[src/rtl/uart_tx_arbiter.sv]
// uart_tx_arbiter: round-robin, packet-granular sharing of one buart
// transmitter between N byte-stream requesters.
//
// Ports:
//   clk, reset         clock, asynchronous active-high reset
//   req_valid/last     per-requester byte offer and end-of-packet flag
//   req_data           8 bits per requester, requester i in [8i+7:8i]
//   req_ready          one-cycle accept strobe to the owning requester
//   uart_busy          buart busy (rises one cycle after uart_wr)
//   uart_wr/uart_data  one-cycle write strobe and byte to buart
//   grant_valid/idx    current owner (idx holds last owner when idle)
//   timeout_pulse      one-cycle pulse when a stalled grant is revoked
`timescale 1ns/1ps
module uart_tx_arbiter #(
  parameter int N       = 4,
  parameter int IDXW    = 2,
  parameter int TIMEOUT = 255
) (
  input  logic              clk,
  input  logic              reset,
  input  logic [N-1:0]      req_valid,
  input  logic [N-1:0]      req_last,
  input  logic [8*N-1:0]    req_data,
  output logic [N-1:0]      req_ready,
  input  logic              uart_busy,
  output logic              uart_wr,
  output logic [7:0]        uart_data,
  output logic              grant_valid,
  output logic [IDXW-1:0]   grant_idx,
  output logic              timeout_pulse
);

  typedef enum logic [1:0] {
    S_IDLE,
    S_WAIT,
    S_SEND,
    S_GUARD
  } state_t;

  localparam logic [15:0] TO = 16'(TIMEOUT);

  state_t          state_q, state_d;
  logic [IDXW-1:0] gidx_q, gidx_d;
  logic            gval_q, gval_d;
  logic [7:0]      data_q, data_d;
  logic            last_q, last_d;
  logic [15:0]     cnt_q, cnt_d;

  logic [IDXW-1:0] cand;
  logic [IDXW-1:0] win_idx;
  logic            win_found;
  logic            g_valid;
  logic            g_last;
  logic [7:0]      g_data;

  assign g_valid = req_valid[gidx_q];
  assign g_last  = req_last[gidx_q];

  always_comb begin
    g_data = '0;
    for (int i = 0; i < N; i++) begin
      if (gidx_q == IDXW'(i)) begin
        g_data = req_data[8*i +: 8];
      end
    end
  end

  // Search begins one past the last owner so it drops to lowest priority.
  always_comb begin
    win_found = 1'b0;
    win_idx   = gidx_q;
    cand      = gidx_q;
    for (int k = 1; k <= N; k++) begin
      cand = IDXW'((int'(gidx_q) + k) % N);
      if (!win_found && req_valid[cand]) begin
        win_found = 1'b1;
        win_idx   = cand;
      end
    end
  end

  always_comb begin
    state_d       = state_q;
    gidx_d        = gidx_q;
    gval_d        = gval_q;
    data_d        = data_q;
    last_d        = last_q;
    cnt_d         = cnt_q;
    req_ready     = '0;
    timeout_pulse = 1'b0;
    unique case (state_q)
      S_IDLE: begin
        if (win_found) begin
          gidx_d  = win_idx;
          gval_d  = 1'b1;
          cnt_d   = '0;
          state_d = S_WAIT;
        end
      end
      S_WAIT: begin
        if (g_valid && !uart_busy) begin
          req_ready[gidx_q] = 1'b1;
          data_d  = g_data;
          last_d  = g_last;
          cnt_d   = '0;
          state_d = S_SEND;
        end else if (!g_valid && TO != 16'd0) begin
          // Only a missing byte counts as a stall, never busy.
          if (cnt_q >= TO - 16'd1) begin
            timeout_pulse = 1'b1;
            gval_d        = 1'b0;
            cnt_d         = TO;
            state_d       = S_IDLE;
          end else begin
            cnt_d = cnt_q + 16'd1;
          end
        end
      end
      S_SEND: begin
        state_d = S_GUARD;
      end
      S_GUARD: begin
        // buart busy is not yet valid here.
        if (last_q) begin
          gval_d  = 1'b0;
          state_d = S_IDLE;
        end else begin
          state_d = S_WAIT;
        end
      end
      default: begin
        state_d = S_IDLE;
      end
    endcase
  end

  always_ff @(posedge clk or posedge reset) begin
    if (reset) begin
      state_q <= S_IDLE;
      gidx_q  <= IDXW'(N - 1);
      gval_q  <= 1'b0;
      data_q  <= '0;
      last_q  <= 1'b0;
      cnt_q   <= '0;
    end else begin
      state_q <= state_d;
      gidx_q  <= gidx_d;
      gval_q  <= gval_d;
      data_q  <= data_d;
      last_q  <= last_d;
      cnt_q   <= cnt_d;
    end
  end

  assign uart_wr     = (state_q == S_SEND);
  assign uart_data   = data_q;
  assign grant_valid = gval_q;
  assign grant_idx   = gidx_q;

endmodule

[config.mk]
export PLATFORM = sky130hd
export DESIGN_NAME = uart_tx_arbiter
export DESIGN_NICKNAME = d
export VERILOG_FILES = /design/src/rtl/uart_tx_arbiter.sv
export SDC_FILE = /design/constraint.sdc
export NUM_CORES = 1
export LEC_CHECK = 0
export CELL_PAD_IN_SITES_DETAIL_PLACEMENT = 1
export CELL_PAD_IN_SITES_GLOBAL_PLACEMENT = 2
export CORE_UTILIZATION = 30
export DETAILED_ROUTE_END_ITERATION = 10
export MAX_ROUTING_LAYER = met4
export PLACE_DENSITY = 0.95
export SETUP_SLACK_MARGIN = 0.3
export SYNTH_ARGS = -nofsm -noshare
export SYNTH_HDL_FRONTEND = slang
export SYNTH_SLANG_ARGS = --single-unit
[constraint.sdc]
create_clock -name clk -period 7 [get_ports clk]
set_input_delay 0.7 -clock clk [delete_from_list [all_inputs] [get_ports clk]]
set_output_delay 0.7 -clock clk [all_outputs]
set_load 0.02 [all_outputs]
=== After elaboration in Yosys (flattened, before gate mapping) ===
Cells that the tools add are included.
W data, S select, Z words.

* Register bits after elaboration: 30
* Latch bits: 0
* Memory bits (writable): 0
* Memory bits (read-only): 0
* Bits of input ports: 43
* Output and inout port bits: 17
* Logic and storage cells: 99
* Memories kept: 0

* Add/sub/neg operators: 5
* Multipliers: 0
* Divide/modulo/power cells: 0
* $lt $le $gt $ge: 7
* Equality and inequality tests: 13
* Shifts and indexed selects: 0
* Multiplexer cells: 49
* Bitwise gates (word level): 0
* Reduce and logical (&&, ||, !) cells: 19

{| class="wikitable"
|+ Operator list
! kind !! count
|-
| $mux W16 || 4
|-
| $mux W8 || 4
|-
| $pmux W16 S2 || 1
|-
| $mux W1 || 21
|-
| $add A16 B1 Y16 const B || 1
|-
| $ge A16 B8 Y1 const B || 1
|-
| $mux W2 || 8
|-
| $lt A2 B3 Y1 const B || 5
|-
| $bmux W1 S2 || 6
|-
| $ne A2 B2 Y1 const B || 5
|-
| $reduce_and A3 Y1 || 3
|-
| $eq A2 B2 Y1 const B || 4
|-
| $mux W4 || 2
|-
| $pmux W2 S4 || 1
|-
| $ne A3 B3 Y1 const B || 2
|-
| $reduce_and A6 Y1 || 1
|-
| $logic_and A1 B1 Y1 || 5
|-
| $add A2 B1 Y2 const B || 2
|-
| $add A2 B2 Y2 const B || 2
|-
| $eq A2 B1 Y1 const B || 2
|-
| $logic_not A1 Y1 || 4
|-
| $logic_not A2 Y1 || 2
|-
| $reduce_bool A4 Y1 || 1
|-
| $pmux W1 S3 || 1
|-
| 5 further kinds || 5
|}

=== Depth between registers and ports, before layout ===
Gate-level depths: netlist of run 1.

* Depth in word-level cells: 15
* Depth in mapped cells: 9
* Mapped depth without buffers: 6

=== Worst setup path before layout of run 1 ===
OpenSTA, ideal clock, no wires.

* Path type: reg2out
* Start point: register gidx_q[0], in the netlist grant_idx[0]
* End point: output port req_ready[0]
* Arrival: 1.925 ns
* Required time: 6.300 ns
* Slack: 4.375 ns
* Stages on the path, launching flop included: 6
* Path buffers: 2
* Cell sequence: dfstp_2 > buf_6 > mux4_2 > nand3b_1 > clkbuf_1 > nor2_1

* Cells in the longest elaborated chain, start to end: 6
* Elaborated cells between the ends (all ways): 10
* Classes of those cells: order compare: 2; mux: 6; reduce/logical: 2

{| class="wikitable"
|+ RTL lines
! item !! RTL line !! RTL
|-
| start: declaration || 43 || <nowiki>logic [IDXW-1:0] gidx_q, gidx_d;</nowiki>
|-
| start signal: assignment || 140 || <nowiki>gidx_q <= IDXW'(N - 1);</nowiki>
|-
| start signal: assignment || 147 || <nowiki>gidx_q <= gidx_d;</nowiki>
|-
| $lt A2 B3 Y1 (implied by the code) or $ge A2 B1 Y1 (tied branches) || 102 || <nowiki>req_ready[gidx_q] = 1'b1;</nowiki>
|-
| $logic_and A1 B1 Y1 (implied by the code) || 102 ||
|-
| $mux W1 (implied by the code) || 102 ||
|-
| $demux W1 S2 || 102 ||
|-
| $mux W4 (*) || 101 || <nowiki>if (g_valid && !uart_busy) begin</nowiki>
|-
| $mux W4 (*) || 91 || <nowiki>unique case (state_q)</nowiki>
|-
| end: declaration || 24 || <nowiki>output logic [N-1:0] req_ready,</nowiki>
|}

Every way passes the cells marked *; elsewhere a longest branch is shown, timed or not. The select of a mux whose other input is x is not followed.

=== Final worst setup path of run 1 ===
* Start point: input port req_valid[0]
* End point: output port req_ready[3]

* Cells in the longest elaborated chain, start to end: 5

{| class="wikitable"
|+ RTL lines
! item !! RTL line !! RTL
|-
| start: declaration || 21 || <nowiki>input logic [N-1:0] req_valid,</nowiki>
|-
| $bmux W1 S2 || 56 || <nowiki>assign g_valid = req_valid[gidx_q];</nowiki>
|-
| $mux W1 (implied by the code) || 56 ||
|-
| $logic_and A1 B1 Y1 || 101 ||
|-
| $mux W4 || 101 ||
|-
| $mux W4 || 91 ||
|}

No other way between the ends. The select of a mux whose other input is x is not followed.

==> metrics.txt, run 1 <==
# TYPE chip_impl_metric gauge
chip_impl_info{name="outcome",value="finished clean"} 1
chip_impl_metric{name="final_design_area_no_fill",unit="um^2"} 2720
chip_impl_metric{name="synthCells",unit=""} 222
chip_impl_metric{name="synth_area",unit="um^2"} 2000
chip_impl_metric{name="p_comb_frac",unit=""} 0.553
chip_impl_metric{name="antenna-diode-count",unit=""} 0
chip_impl_metric{name="die_height",unit="um"} 83.7
chip_impl_metric{name="power_switching",unit="W"} 0.000402
chip_impl_info{name="final_cell_mix",value="clkdlybuf4s50_1 (59), nand2_1 (28), dfrtp_1 (28)"} 1
chip_impl_metric{name="flow.area_growth_from_synthesis",unit="%"} 35.6
chip_impl_metric{name="yosysWarnings",unit=""} 0
chip_impl_info{name="critical_path_capture_point_type",value="output pin"} 1
chip_impl_metric{name="post_synth.cell_area_avg",unit="um^2"} 9.03
chip_impl_metric{name="final_estimated_routing_congestion_in_global_placement",unit=""} 0.794
chip_impl_metric{name="die_area",unit="um^2"} 7010
chip_impl_metric{name="worst_ir_drop_vdd",unit="mV"} 0.162
chip_impl_metric{name="leakage_power_figure",unit="nW"} 1.11
chip_impl_metric{name="share_of_the_core_filled_with_cells_in_the_final_layout",unit=""} 0.426
chip_impl_metric{name="route.vias.total",unit=""} 1935
chip_impl_metric{name="std_cell_rows",unit=""} 29
chip_impl_info{name="start_kind",value="input port"} 1
chip_impl_metric{name="ioPinCount",unit=""} 60
chip_impl_metric{name="share_seq_of_total_power",unit=""} 0.292
chip_impl_metric{name="clk_path_buf_depth",unit=""} 2
chip_impl_metric{name="netSwitchingFraction",unit=""} 0.430
chip_impl_info{name="rsz0062_at_grt",value="no"} 1
chip_impl_metric{name="clk_pin_slew_worst_paths",unit="ps"} 70
chip_impl_metric{name="remaining_drc_errors",unit=""} 0
chip_impl_metric{name="portbufs",unit=""} 59
chip_impl_metric{name="cts.sinks",unit=""} 30
chip_impl_metric{name="wl_per_cell",unit="um"} 16.3
chip_impl_metric{name="intPower",unit="W"} 0.000533
chip_impl_metric{name="grt_max_degree",unit=""} 31
chip_impl_metric{name="post_cts_hold_buffer_count",unit=""} 0
chip_impl_metric{name="number_of_synthesized_flops_with_an_enable_pin",unit=""} 0
chip_impl_metric{name="synth-seq-area-share",unit=""} 0.376
chip_impl_metric{name="post-route-period-util",unit=""} 0.554
chip_impl_metric{name="drt_first_iter_violations",unit=""} 60
chip_impl_metric{name="finClkSkew",unit="ps"} 6.73
chip_impl_metric{name="finalNonFillerCells",unit=""} 354
chip_impl_metric{name="dp_hpwl",unit="um"} 4330
chip_impl_info{name="synthDominantAreaCellType",value="dfrtp_1"} 1
chip_impl_metric{name="postCtsSetupBuffers",unit=""} 0
chip_impl_metric{name="synthesis.nets",unit=""} 271
chip_impl_metric{name="cts-htree-levels",unit=""} 2
chip_impl_metric{name="synth.ff_latch_count",unit=""} 30
chip_impl_metric{name="slew_headroom",unit=""} 0.354
chip_impl_info{name="layout_commonest_cell",value="clkdlybuf4s50_1"} 1
chip_impl_metric{name="worst-slew-pin-transition",unit="ps"} 961
chip_impl_metric{name="coreArea",unit="um^2"} 6390
chip_impl_metric{name="multi_input_gate_area",unit="um^2"} 1140
chip_impl_metric{name="report.final.hold_viol_count",unit=""} 0
chip_impl_metric{name="layout.nets",unit=""} 325
chip_impl_metric{name="avgViaCountPerCell",unit=""} 5.47
chip_impl_metric{name="wl",unit="um"} 5790
chip_impl_info{name="tritoncts",value="yes"} 1
chip_impl_metric{name="detailroute.wirelength.met3",unit="um"} 178
chip_impl_metric{name="first_global_vias",unit=""} 1991
chip_impl_metric{name="drt.antenna.violating_nets",unit=""} 0
chip_impl_info{name="cts.root.buffer_cell",value="clkbuf_8"} 1
chip_impl_info{name="holdCritPathClass",value="reg2reg"} 1
chip_impl_metric{name="final-seq-area",unit="um^2"} 753
chip_impl_metric{name="grt_pass1_wl",unit="um"} 9720
chip_impl_metric{name="cts_made_buffers",unit=""} 5
chip_impl_metric{name="met2RoutedLength",unit="um"} 2890
chip_impl_metric{name="detail_route.wirelength.met1",unit="um"} 2640
chip_impl_metric{name="maximum_clock_frequency",unit="MHz"} 258
chip_impl_metric{name="finalSetupTns",unit="ps"} 0
chip_impl_info{name="ys_dominant_reg_cell",value="dfrtp_1"} 1
chip_impl_metric{name="drt_pre_antenna_iters",unit=""} 4
chip_impl_metric{name="setup-violations-final",unit=""} 0
chip_impl_metric{name="synth_cell_types",unit=""} 45
chip_impl_metric{name="synth.top_cell.area_share",unit=""} 0.350
chip_impl_metric{name="critical_path_arrival",unit="ps"} 3180
chip_impl_metric{name="floorplan.initialDensity",unit=""} 0.314
chip_impl_metric{name="power_per_cell_area",unit="nW/um^2"} 344
chip_impl_metric{name="drv_cap",unit=""} 0
chip_impl_metric{name="power.share.clock",unit=""} 0.155
chip_impl_metric{name="die_width",unit="um"} 83.7
chip_impl_metric{name="layout_min_cycle_time",unit="ps"} 3880
chip_impl_metric{name="track_usage",unit=""} 0.176
chip_impl_metric{name="dp_cells",unit=""} 346
chip_impl_metric{name="crit_path_max_fanout",unit=""} 22
chip_impl_info{name="top_area_cells_in_the_synthesized_netlist",value="dfrtp_1 (35%), mux4_1 (5.2%), nand2_1 (5.2%)"} 1
chip_impl_metric{name="worst_skew_pair.late_latency",unit="ps"} 280
chip_impl_metric{name="num-fill-cells",unit=""} 746
chip_impl_metric{name="ctsResizeCount",unit=""} 0
chip_impl_metric{name="slew_viol_final",unit=""} 0
chip_impl_metric{name="globalRouteOverflowTotal",unit=""} 0
chip_impl_info{name="routed.top_layer",value="met4"} 1
chip_impl_metric{name="hold-worst-slack",unit="ps"} 488
chip_impl_metric{name="final_layout_size_suffix_gt1_frac",unit=""} 0.0650
chip_impl_metric{name="asyncSetResetFlopFracSynth",unit=""} 1.00
chip_impl_metric{name="placement.cell_area",unit="um^2"} 2630
chip_impl_metric{name="initial_antenna_violation_count",unit=""} 0
chip_impl_info{name="timing.setup.critical_path_class",value="in2out"} 1
chip_impl_metric{name="required",unit="ps"} 6300
## worst max-delay path, stage by stage
cell and delay, ps:
clkdlybuf4s50_1 620, mux4_2 390, nand3b_1 570, nor2_1 250, clkdlybuf4s50_1 640
## logic make-up (layout without fill, tap and decap cells)
family	Yosys count	after routing	synth area share
flip-flops	30	30	0.376
buffers and inverters	24	79	0.0568
adder cells (fa/ha/maj)	6	6	0.0375
AO/OA/AOI/OAI	64	64	0.235
multiplexers	9	9	0.0855
AND/OR/NAND/NOR	89	89	0.210
## metrics by stage
step                      power (W)  worst slack [ps]
final                      0.000935              3120
after global routing        0.00101              2880
after CTS                  0.000948              3110
after detailed placement   0.000800              3100
after global placement     0.000783              3130
after floorplan            0.000639              4380
## power groups by stage
stage | combinational, W | sequential [W] | clock, W
after floorplan | 0.000361 | 0.000278 | 0
final | 0.000517 | 0.000273 | 0.000145
after global routing | 0.000572 | 0.000281 | 0.000156
after global placement | 0.000511 | 0.000272 | 0
after CTS | 0.000523 | 0.000274 | 0.000151
after detailed placement | 0.000523 | 0.000277 | 0
## worst paths after layout
check | startpoint | to | slack (ps) | cells after the start
max | req_valid[0] | req_ready[3] | 3120 | 5
min reg2reg | uart_data[2] | uart_data[2] | 490 | 2
max reg2reg | grant_idx[0] | last_q | 4510 | 3
max in group asynchronous | reset | grant_idx[0] | 5870 | 3
min in group asynchronous | reset | uart_data[0] | 810 | 3
min | uart_data[2] | uart_data[2] | 490 | 2
## metal layers
| layer | up-vias | global-route usage |
|---|---|---|
| li1 | 941 | - |
| met1 | 948 | 0.219 |
| met2 | 40 | 0.299 |
| met3 | 6 | 0.0307 |
| met4 | 0 | 0.0431 |
| met5 | - | - |
## state kept, by name (all words and copies together) (netlist names), named ones only
signal       flops
cnt_q           16
grant_idx        2
last_q           1
grant_valid      1
uart_data        8
state_q          1
## Yosys cell counts, drive strengths merged (3+ instances only)
library cell,instances
dfrtp,28
nand2,28
o21ai,19
nor2,18
nor3,13
a221oi,10
inv,10
nand3,8
o31a,8
clkbuf,7
buf,6
ha,6
o211ai,6
mux4,5
nand2b,5
nor2b,4
a21oi,3
a31oi,3
a41oi,3
and2,3
mux2,3
nor4,3
## area by class of cell
cell class              instances  share of cell area
repair buffers                 60               0.220
well taps                      77              0.0355
clock buffers                   7              0.0318
flip-flops and latches         30               0.277
clock inverters                 1             0.00184
inverters                      11              0.0152
multi-input cells             168               0.419
No activity file was read; power rests on OpenSTA's default activity.
==> run 2: changes to the inputs <==
CORE_UTILIZATION = 28   (was 30)
PLACE_DENSITY = 0.91   (was 0.95)
clock period = 4 ns   (was 7 ns; I/O delays follow)
==> run 2 against run 1 <==
Net effect: clock skew decreased by 1.6 ps; final cell count increased by 5.6%; design area increased by 3.0%; critical path type is now reg2out; largest cell class unchanged.
==> metrics.txt, run 2 (same netlist as run 1, synthesis figures left out) <==
# TYPE chip_impl_metric gauge
chip_impl_info{name="start_kind",value="register"} 1
chip_impl_metric{name="setup-violations-final",unit=""} 0
chip_impl_info{name="holdCritPathClass",value="reg2reg"} 1
chip_impl_metric{name="power_per_cell_area",unit="nW/um^2"} 632
chip_impl_metric{name="track_usage",unit=""} 0.170
chip_impl_metric{name="finalSetupTns",unit="ps"} 0
chip_impl_metric{name="die_area",unit="um^2"} 7500
chip_impl_metric{name="cts-htree-levels",unit=""} 2
chip_impl_info{name="final_cell_mix",value="clkdlybuf4s50_1 (59), nand2_1 (28), dfrtp_1 (28)"} 1
chip_impl_metric{name="avgViaCountPerCell",unit=""} 5.15
chip_impl_metric{name="die_width",unit="um"} 86.6
chip_impl_metric{name="largest_reg_flops",unit=""} 16
chip_impl_metric{name="globalRouteOverflowTotal",unit=""} 0
chip_impl_metric{name="std_cell_rows",unit=""} 30
chip_impl_metric{name="grt_pass1_wl",unit="um"} 9660
chip_impl_metric{name="final_design_area_no_fill",unit="um^2"} 2800
chip_impl_metric{name="final_layout_size_suffix_gt1_frac",unit=""} 0.0719
chip_impl_info{name="critical_path_capture_point_type",value="output pin"} 1
chip_impl_metric{name="layout_min_cycle_time",unit="ps"} 3090
chip_impl_metric{name="required",unit="ps"} 3600
chip_impl_metric{name="drv_cap",unit=""} 0
chip_impl_metric{name="grt_max_degree",unit=""} 29
chip_impl_metric{name="slew_viol_final",unit=""} 0
chip_impl_info{name="timing.setup.critical_path_class",value="reg2out"} 1
chip_impl_metric{name="drt.antenna.violating_nets",unit=""} 0
chip_impl_metric{name="crit_path_max_fanout",unit=""} 13
chip_impl_metric{name="clk_pin_slew_worst_paths",unit="ps"} 70
chip_impl_metric{name="wl_per_cell",unit="um"} 15.5
chip_impl_metric{name="remaining_drc_errors",unit=""} 0
chip_impl_info{name="tritoncts",value="yes"} 1
chip_impl_metric{name="regToRegSetupSlack",unit="ps"} 1500
chip_impl_info{name="cts.root.buffer_cell",value="clkbuf_8"} 1
chip_impl_metric{name="initial_antenna_violation_count",unit=""} 0
chip_impl_metric{name="leakage_power_figure",unit="nW"} 1.14
chip_impl_metric{name="die_height",unit="um"} 86.6
chip_impl_metric{name="clk_path_buf_depth",unit=""} 2
chip_impl_metric{name="drt_pre_antenna_iters",unit=""} 4
chip_impl_info{name="max_flop_register",value="cnt_q"} 1
chip_impl_metric{name="postCtsSetupBuffers",unit=""} 0
chip_impl_metric{name="antenna-diode-count",unit=""} 0
chip_impl_info{name="layout_commonest_cell",value="clkdlybuf4s50_1"} 1
chip_impl_metric{name="finClkSkew",unit="ps"} 5.12
chip_impl_metric{name="final_estimated_routing_congestion_in_global_placement",unit=""} 0.821
chip_impl_metric{name="drt_first_iter_violations",unit=""} 70
chip_impl_metric{name="worst_ir_drop_vdd",unit="mV"} 0.218
chip_impl_metric{name="slew_headroom",unit=""} 0.271
chip_impl_metric{name="ctsResizeCount",unit=""} 0
chip_impl_info{name="rsz0062_at_grt",value="no"} 1
chip_impl_metric{name="dp_hpwl",unit="um"} 4360
chip_impl_metric{name="cts_made_buffers",unit=""} 5
chip_impl_metric{name="placement.cell_area",unit="um^2"} 2660
chip_impl_metric{name="wl",unit="um"} 5800
chip_impl_metric{name="portbufs",unit=""} 59
chip_impl_metric{name="num-fill-cells",unit=""} 803
chip_impl_metric{name="coreArea",unit="um^2"} 6870
chip_impl_metric{name="report.final.hold_viol_count",unit=""} 0
chip_impl_metric{name="power.total",unit="W"} 0.00177
chip_impl_metric{name="post_cts_hold_buffer_count",unit=""} 0
chip_impl_metric{name="maximum_clock_frequency",unit="MHz"} 323
chip_impl_info{name="outcome",value="finished clean"} 1
chip_impl_metric{name="first_global_vias",unit=""} 1982
chip_impl_metric{name="layout.nets",unit=""} 326
chip_impl_metric{name="ioPinCount",unit=""} 60
chip_impl_metric{name="worst-slew-pin-transition",unit="ps"} 1090
chip_impl_metric{name="final-seq-area",unit="um^2"} 753
chip_impl_metric{name="cts.sinks",unit=""} 30
chip_impl_metric{name="floorplan.initialDensity",unit=""} 0.292
chip_impl_metric{name="post-route-period-util",unit=""} 0.774
chip_impl_metric{name="critical_path_arrival",unit="ps"} 2690
chip_impl_metric{name="worst_skew_pair.late_latency",unit="ps"} 280
chip_impl_metric{name="multi_input_gate_area",unit="um^2"} 1140
chip_impl_metric{name="flow.area_growth_from_synthesis",unit="%"} 39.7
chip_impl_metric{name="route.vias.total",unit=""} 1926
==> run 2: final timing paths <==
path | cells past startpoint | end | startpoint
setup reg to reg | 6 | grant_idx[0] | grant_idx[0]
max in group asynchronous | 2 | last_q | reset
hold reg to reg | 2 | uart_data[4] | uart_data[4]
min in group asynchronous | 2 | uart_data[1] | reset
setup / recovery | 4 | req_ready[2] | grant_idx[0]
hold / removal | 2 | uart_data[4] | uart_data[4]
==> run 2: metrics by stage <==
| step | utilization | cells | setup slack (ps) | hold WS, ps |
|---|---|---|---|---|
| after floorplan | - | 222 | 1680 | 488 |
| after global placement | 0.387 | 366 | 998 | 464 |
| after detailed placement | 0.387 | 366 | 923 | 472 |
| after CTS | 0.408 | 374 | 874 | 488 |
| after global routing | 0.408 | 374 | 784 | 524 |
| final | 0.408 | 374 | 906 | 481 |
==> run 2: per-layer routing <==
| layer | track usage | wire (um) |
|---|---|---|
| met4 | 0.0576 | 87 |
| met3 | 0.0229 | 162 |
| met1 | 0.204 | 2690 |
| met5 | - | 0 |
| met2 | 0.293 | 2860 |
==> run 2: power breakdown <==
part | internal [W] | switching [W]
logic | 0.000414 | 0.000494
clock network | 0.000266 | 0.000120
registers | 0.000384 | 0.0000939
==> run 2: cell type report <==
type	instances	share of cell area
inverter	11	0.0147
clock inverter	2	0.0214
clock buffer	6	0.0295
tap	96	0.0429
timing repair buffer	61	0.216
multi-input combinational	168	0.406
sequential	30	0.269
==> run 2: worst max-delay path: stages (launching register included) <==
cell and delay [ps]:
dfstp_2 690, mux4_2 650, nand3b_1 430, nor2_1 70, clkdlybuf4s50_1 570
